<file path="src/rtl/mlp_weight_mem_ctrl.sv">
// rtl/mlp_weight_mem_ctrl.sv - arbiter sharing a single-port weight memory between host and burst reader
module mlp_weight_mem_ctrl #(
  parameter int ADDR_WIDTH = 6,
  parameter int DATA_WIDTH = 32
) (
  input  logic                  clk,
  input  logic                  rst,
  input  logic                  host_req,
  input  logic                  host_we,
  input  logic [ADDR_WIDTH-1:0] host_addr,
  input  logic [DATA_WIDTH-1:0] host_wdata,
  output logic                  host_gnt,
  output logic [DATA_WIDTH-1:0] host_rdata,
  output logic                  host_rvalid,
  input  logic                  burst_req,
  input  logic [ADDR_WIDTH-1:0] burst_addr,
  input  logic [ADDR_WIDTH:0]   burst_len,
  output logic                  burst_ack,
  output logic                  burst_busy,
  output logic                  burst_valid,
  output logic [DATA_WIDTH-1:0] burst_data,
  output logic                  burst_last,
  output logic [ADDR_WIDTH-1:0] mem_addr,
  output logic                  mem_wr_en,
  output logic [DATA_WIDTH-1:0] mem_wr_data,
  input  logic [DATA_WIDTH-1:0] mem_rd_data
);

  typedef enum logic {IDLE, BURST} state_t;

  state_t                state, state_nxt;
  logic                  host_prio;
  logic [ADDR_WIDTH-1:0] ptr;
  logic [ADDR_WIDTH:0]   cnt;
  logic                  len_nz;
  logic                  final_beat;

  assign len_nz     = (burst_len != '0);
  assign final_beat = (state == BURST) && (cnt == (ADDR_WIDTH+1)'(1));

  always_ff @(posedge clk) begin
    if (!rst) state <= IDLE;
    else      state <= state_nxt;
  end

  always_comb begin
    state_nxt = state;
    case (state)
      IDLE:    if (burst_ack && len_nz) state_nxt = BURST;
      BURST:   if (final_beat)          state_nxt = IDLE;
      default: state_nxt = IDLE;
    endcase
  end

  // Host wins when it holds priority or when no real burst (len!=0) is pending;
  // a zero-length burst is only acknowledged if the host is not granted.
  always_comb begin
    host_gnt    = 1'b0;
    burst_ack   = 1'b0;
    burst_busy  = 1'b0;
    mem_addr    = '0;
    mem_wr_en   = 1'b0;
    mem_wr_data = '0;
    case (state)
      IDLE: begin
        if (host_req && (host_prio || !(burst_req && len_nz))) host_gnt  = 1'b1;
        else if (burst_req)                                   burst_ack = 1'b1;
        if (host_gnt) begin
          mem_addr    = host_addr;
          mem_wr_en   = host_we;
          mem_wr_data = host_wdata;
        end
      end
      BURST: begin
        burst_busy = 1'b1;
        mem_addr   = ptr;
      end
      default: ;
    endcase
  end

  always_ff @(posedge clk) begin
    if (!rst) begin
      host_prio   <= 1'b0;
      ptr         <= '0;
      cnt         <= '0;
      host_rdata  <= '0;
      host_rvalid <= 1'b0;
      burst_valid <= 1'b0;
      burst_data  <= '0;
      burst_last  <= 1'b0;
    end else begin
      host_rvalid <= host_gnt && !host_we;
      if (host_gnt && !host_we) host_rdata <= mem_rd_data;

      burst_valid <= burst_busy;
      burst_data  <= burst_busy ? mem_rd_data : '0;
      burst_last  <= final_beat;

      if (burst_ack && len_nz) begin
        ptr <= burst_addr;
        cnt <= burst_len;
      end else if (burst_busy) begin
        ptr <= ptr + 1'b1;
        cnt <= cnt - 1'b1;
      end

      if (host_gnt)        host_prio <= 1'b0;
      else if (final_beat) host_prio <= 1'b1;
    end
  end

endmodule
</file>
<file path="config.mk">
export PLATFORM = sky130hd
export DESIGN_NAME = mlp_weight_mem_ctrl
export DESIGN_NICKNAME = d
export VERILOG_FILES = /design/src/rtl/mlp_weight_mem_ctrl.sv
export SDC_FILE = /design/constraint.sdc
export NUM_CORES = 1
export LEC_CHECK = 0
export BUFFER_PORTS_ARGS = -buffer_cell sky130_fd_sc_hd__buf_2
export CAP_MARGIN = 20
export CORE_MARGIN = 4
export CORE_UTILIZATION = 44
export CTS_CLUSTER_DIAMETER = 30
export CTS_CLUSTER_SIZE = 30
export DETAILED_ROUTE_END_ITERATION = 10
export HOLD_SLACK_MARGIN = 0.02
export PLACE_DENSITY_LB_ADDON = 0.12
export SLEW_MARGIN = 10
export SYNTH_ARGS = -nofsm -noshare
export SYNTH_HDL_FRONTEND = slang
export SYNTH_SLANG_ARGS = --single-unit
</file>
<file path="constraint.sdc">
create_clock -name clk -period 2.1 [get_ports clk]
set_input_delay 0.42 -clock clk [delete_from_list [all_inputs] [get_ports clk]]
set_output_delay 0.42 -clock clk [all_outputs]
set_load 0.02 [all_outputs]
</file>
---- Yosys cells after proc, flatten, opt, wreduce, memory -nomap -nowiden ----
Index checks and enable logic that the tools add are counted.
storage, ports and cells
  bits in registers ....................... 82
  input port bits ......................... 88
  output and inout bits ................... 109
  word-level logic and storage cells ...... 46
cells by class
  add/sub/neg operators ................... 2
  eq/ne operators ......................... 1
  muxes and demuxes ....................... 20
  bitwise gates (word level) .............. 2
  reduce and logical (&&, ||, !) cells .... 12
operators by type and width
  kind                                               count
  two-way mux 32 bit                                 2
  two-way mux 6 bit                                  3
  two-way mux 7 bit                                  2
  case mux 6 bit (2 select lines)                    1
  two-way mux 1 bit                                  11
  == test 7 x 1 -> 1 bit (second input constant)     1
  nonzero test 7 bit                                 1
  subtractor 7 x 1 -> 7 bit (second input constant)  1
  adder 6 x 1 -> 6 bit (second input constant)       1
  logical AND 1 bit                                  5
  zero test 1 bit                                    2
  inverter 1 bit                                     2
  case mux 1 bit (2 select lines)                    1
  AND reduction 2 bit                                1
  nonzero test 2 bit                                 1
  OR reduction 2 bit                                 1
  logical OR 1 bit                                   1

---- Logic depth before layout (Yosys ltp) ----
  depth in word-level cells ............... 10
  depth in mapped cells ................... 6
  mapped depth without buffers ............ 6

---- Least setup slack after synthesis ----
OpenSTA, ideal clock, no wires.
  kind .................................... in2out
  start point ............................. input burst_len[0]
  end point ............................... output mem_wr_data[23]
  arrival time ............................ 1.607 ns
  required time ........................... 1.680 ns
  slack ................................... 0.073 ns
  stages .................................. 5
  buffers on the path ..................... 1
  cells stage by stage .................... nor3_1 -> a21oi_2 -> nor3b_2 -> buf_2 -> and2_1
on the way
  word-level cells in the longest chain between the ends .. 9
ends and longest elaborated chain
  what                line  text
  start, declared     17    input logic [ADDR_WIDTH:0] burst_len,
  nonzero test 7 bit  38    assign len_nz = (burst_len != '0);
  logical AND 1 bit   66    if (host_req && (host_prio || !(burst_req && len_nz))) host_gnt = 1'b1;
  zero test 1 bit     66
  logical OR 1 bit    66
  logical AND 1 bit   66
  two-way mux 1 bit   66
  two-way mux 1 bit   64    case (state)
  two-way mux 32 bit  68    if (host_gnt) begin
  two-way mux 32 bit  64
  end, declared       25    output logic [DATA_WIDTH-1:0] mem_wr_data,
No other way between the ends. The select of a mux whose other input is x is not followed.

---- Final worst setup path ----
  start point ............................. input burst_len[5]
  end point ............................... output mem_wr_data[9]
The elaborated chain is that of the path after synthesis.

==> results.cfg <==
[synth]
yosys_register_bits = 82
syn_inst = 359
syn_avg_cell_area_um2 = 9.39
synth_ff_type = dfxtp_1
yosysWarnings = 0
synth-async-reset-ratio_pct = 0
post_synth_num_cell_types = 46
syn_area_um2 = 3370
yosysSeqAreaShare_pct = 48.7
postSynthNetCount = 450
synth-edff-count = 0

[layout]
area_delta_synth_final_pct = 44.6
final_core_util_pct = 66.2
post_route_cells_drive_above_1_share_pct = 41.1
n_antenna_cell = 0
layout.nets = 639

[floorplanning]
core_area_um2 = 7370
design.die.area_um2 = 9130
rows = 31
die-height_um = 95.5
initial_utilization_pct = 45.8
die_w_um = 95.5
floorplan.io_pins = 197

[critical_path]
crit_path_cell_trace = buf_6 -> nor4_4 -> a21oi_2 -> nor3b_4 -> buf_12 -> and2_1 -> buf_4
critPathArrivalTime_ps = 1700
critical-path-max-stage-delay_ps = 290
cp.required_ps = 1680
slowest_stage = nor4_4
timing.critical_path.buf_inv = 3
timing.setup.critical_path_class = in2out
cpLargestDelayFamily = simple AND/OR/NAND/NOR gates
worstPathMaxFanout = 41
worst_setup_start_kind = input pin
cp-end-kind = output port
number_of_gates_on_the_worst_path_with_buffers_counted = 7
worst_r2r_path_depth = 4

[sta]
worstMarginPinSlew_ps = 637
rsz_0062_raised_after_global_routing = yes
period_needed_ps = 2120
hold_ws_ps = 309
timing.final.setup_violations = 1
timing.clock.skew_ps = 9.60
fin_setup_tns_ps = -15.5
period_share_pct = 101
finalHoldViolations = 0
postLayoutSetupSlackWorst_ps = -15.5
max_freq_ghz = 0.473
report.final.slew_viol_count = 0
slew_headroom_pct = 57.1

[global_route]
vias_in_the_first_global_route = 3129
grt_use_total_pct = 20.1
grt_start_max_net_pins = 61
wire_length_of_the_first_global_routing_pass_um = 14300
grt.overflow.total = 0
grt_antenna_before_repair = 0

[clocking]
clkTransAtPathRegs_ps = 90
number_of_buffers_inserted_during_clock_tree_synthesis = 9
tritoncts = yes
clock_tree_root_buffer_cell = clkbuf_8
clk_path_buf_depth = 2
cts.hold.buffers_added = 0
htree_levels = 3
cts.sink_count = 82
postcts_setup_bufs = 0
clkLatencyLatePin_ps = 340

[routing]
antenna_violating_nets_post_route = 0
remaining_drc_errors = 0
detail_route.first_pass.iterations = 4
vias = 3155
finalWirelength_um = 9350
vias_per_cell = 4.85
initial_drc_count = 111
drt-wirelength-per-cell_um = 14.4

[run_status]
result_of_the_run = finished with violations
failed_checks = negative setup slack

[pwr]
power.static_leakage_nw = 2.51
fin_total_pwr_mw = 3.70
power.density_cell_area_nw_per_um2 = 758
ir_worst_vdd_mv = 0.311

[hold_path]
worst_hold_path_depth = 2
holdCritPathClass = in2reg

[placed_design]
routabilityCongestion = 0.796
place.port_buffers = 196
place.detailed.hpwl_um = 7130
place_ws_ps = -74.1

[job]
maxCapViolations = 0
[placed cells by master, fill, tap and decap left out, types with 7 or more instances in the layout]
cell      Yosys  layout
and2_1       35      35
and3_1       34      34
buf_2         5     155
buf_4         0      27
buf_6         1      20
clkbuf_8      0       9
dfxtp_1      82      81
mux2i_1      33      33
nand2_1      74      74
nor2_1        7       7
[layer usage]
layer | share of wire (%) | GRT usage (%) | vias up | wire, um
met3 | 9.0 | 5.21 | 15 | 842
met1 | 39 | 21.2 | 1429 | 3600
met5 | 0 | 0 | - | 0
met4 | 2.2 | 8.53 | 0 | 207
li1 | - | - | 1574 | -
met2 | 50 | 37.5 | 137 | 4700
[sequential cells by signal, summed over array words and instances, names as in the netlist]
signal / flops
burst_last: 1
host_rdata: 32
ptr: 6
host_prio: 1
state: 1
burst_valid: 1
cnt: 7
burst_data: 32
host_rvalid: 1
[per-stage QoR]
step	cell area, um^2	std cells
floorplan	3370	359
global placement	4460	636
detailed placement	4460	636
CTS	4820	651
global route	4880	651
finish	4880	651
[final timing paths]
kind,from,slack [ps],endpoint
worst min register to register,host_rdata[10],460,host_rdata[10]
worst max register to register,state,420,cnt[4]
worst min-delay path,mem_rd_data[28],310,burst_data[28]
worst max-delay path,burst_len[5],-20,mem_wr_data[9]
[cell type report]
| cell class | instances | area [um^2] |
|---|---|---|
| sequential | 82 | 1640 |
| clock buffer | 9 | 124 |
| timing repair buffer | 206 | 1280 |
| multi-input combinational | 243 | 1570 |
| tap | 99 | 124 |
| inverter | 6 | 22.5 |
| fill | 644 | 2490 |
| clock inverter | 6 | 115 |
[synth_stat cells (all sizes together) (4+ instances only)]
cell type	count	share of area, %
nand2	74	8.2
clkbuf	18	2.0
and3	34	6.3
inv	6	0.67
nand3	4	0.59
buf	10	2.8
mux2i	33	9.8
a21oi	6	1.0
dfxtp	82	49
a22o	6	1.6
and2	35	6.5
nor2	7	0.78
[report_power, final]
| part | leakage [nW] | internal (mW) | switching, mW | total (mW) |
|---|---|---|---|---|
| combinational | 1.73 | 0.294 | 0.362 | 0.656 |
| clock | 0.116 | 0.790 | 0.571 | 1.36 |
| sequential | 0.669 | 1.63 | 0.0529 | 1.68 |
| total | 2.51 | 2.71 | 0.985 | 3.70 |
[kinds of logic (layout without fill, tap and decap cells)]
logic type | Yosys count | count (layout) | synth area share [%]
AO/OA/AOI/OAI | 33 | 33 | 7.42
XOR/XNOR | 6 | 6 | 1.56
adder cells (fa/ha/maj) | 3 | 3 | 1.11
buffers and inverters | 34 | 227 | 5.49
flip-flops | 82 | 82 | 48.7
multiplexers | 33 | 33 | 9.80
AND/OR/NAND/NOR | 168 | 168 | 25.9
[what timing repair did]
item | CTS | global route
pin swaps | 0 | 0
resized for setup | 40 | 21
endpoints found under the setup margin | 39 | 39
(Power assumes the default switching activity.)
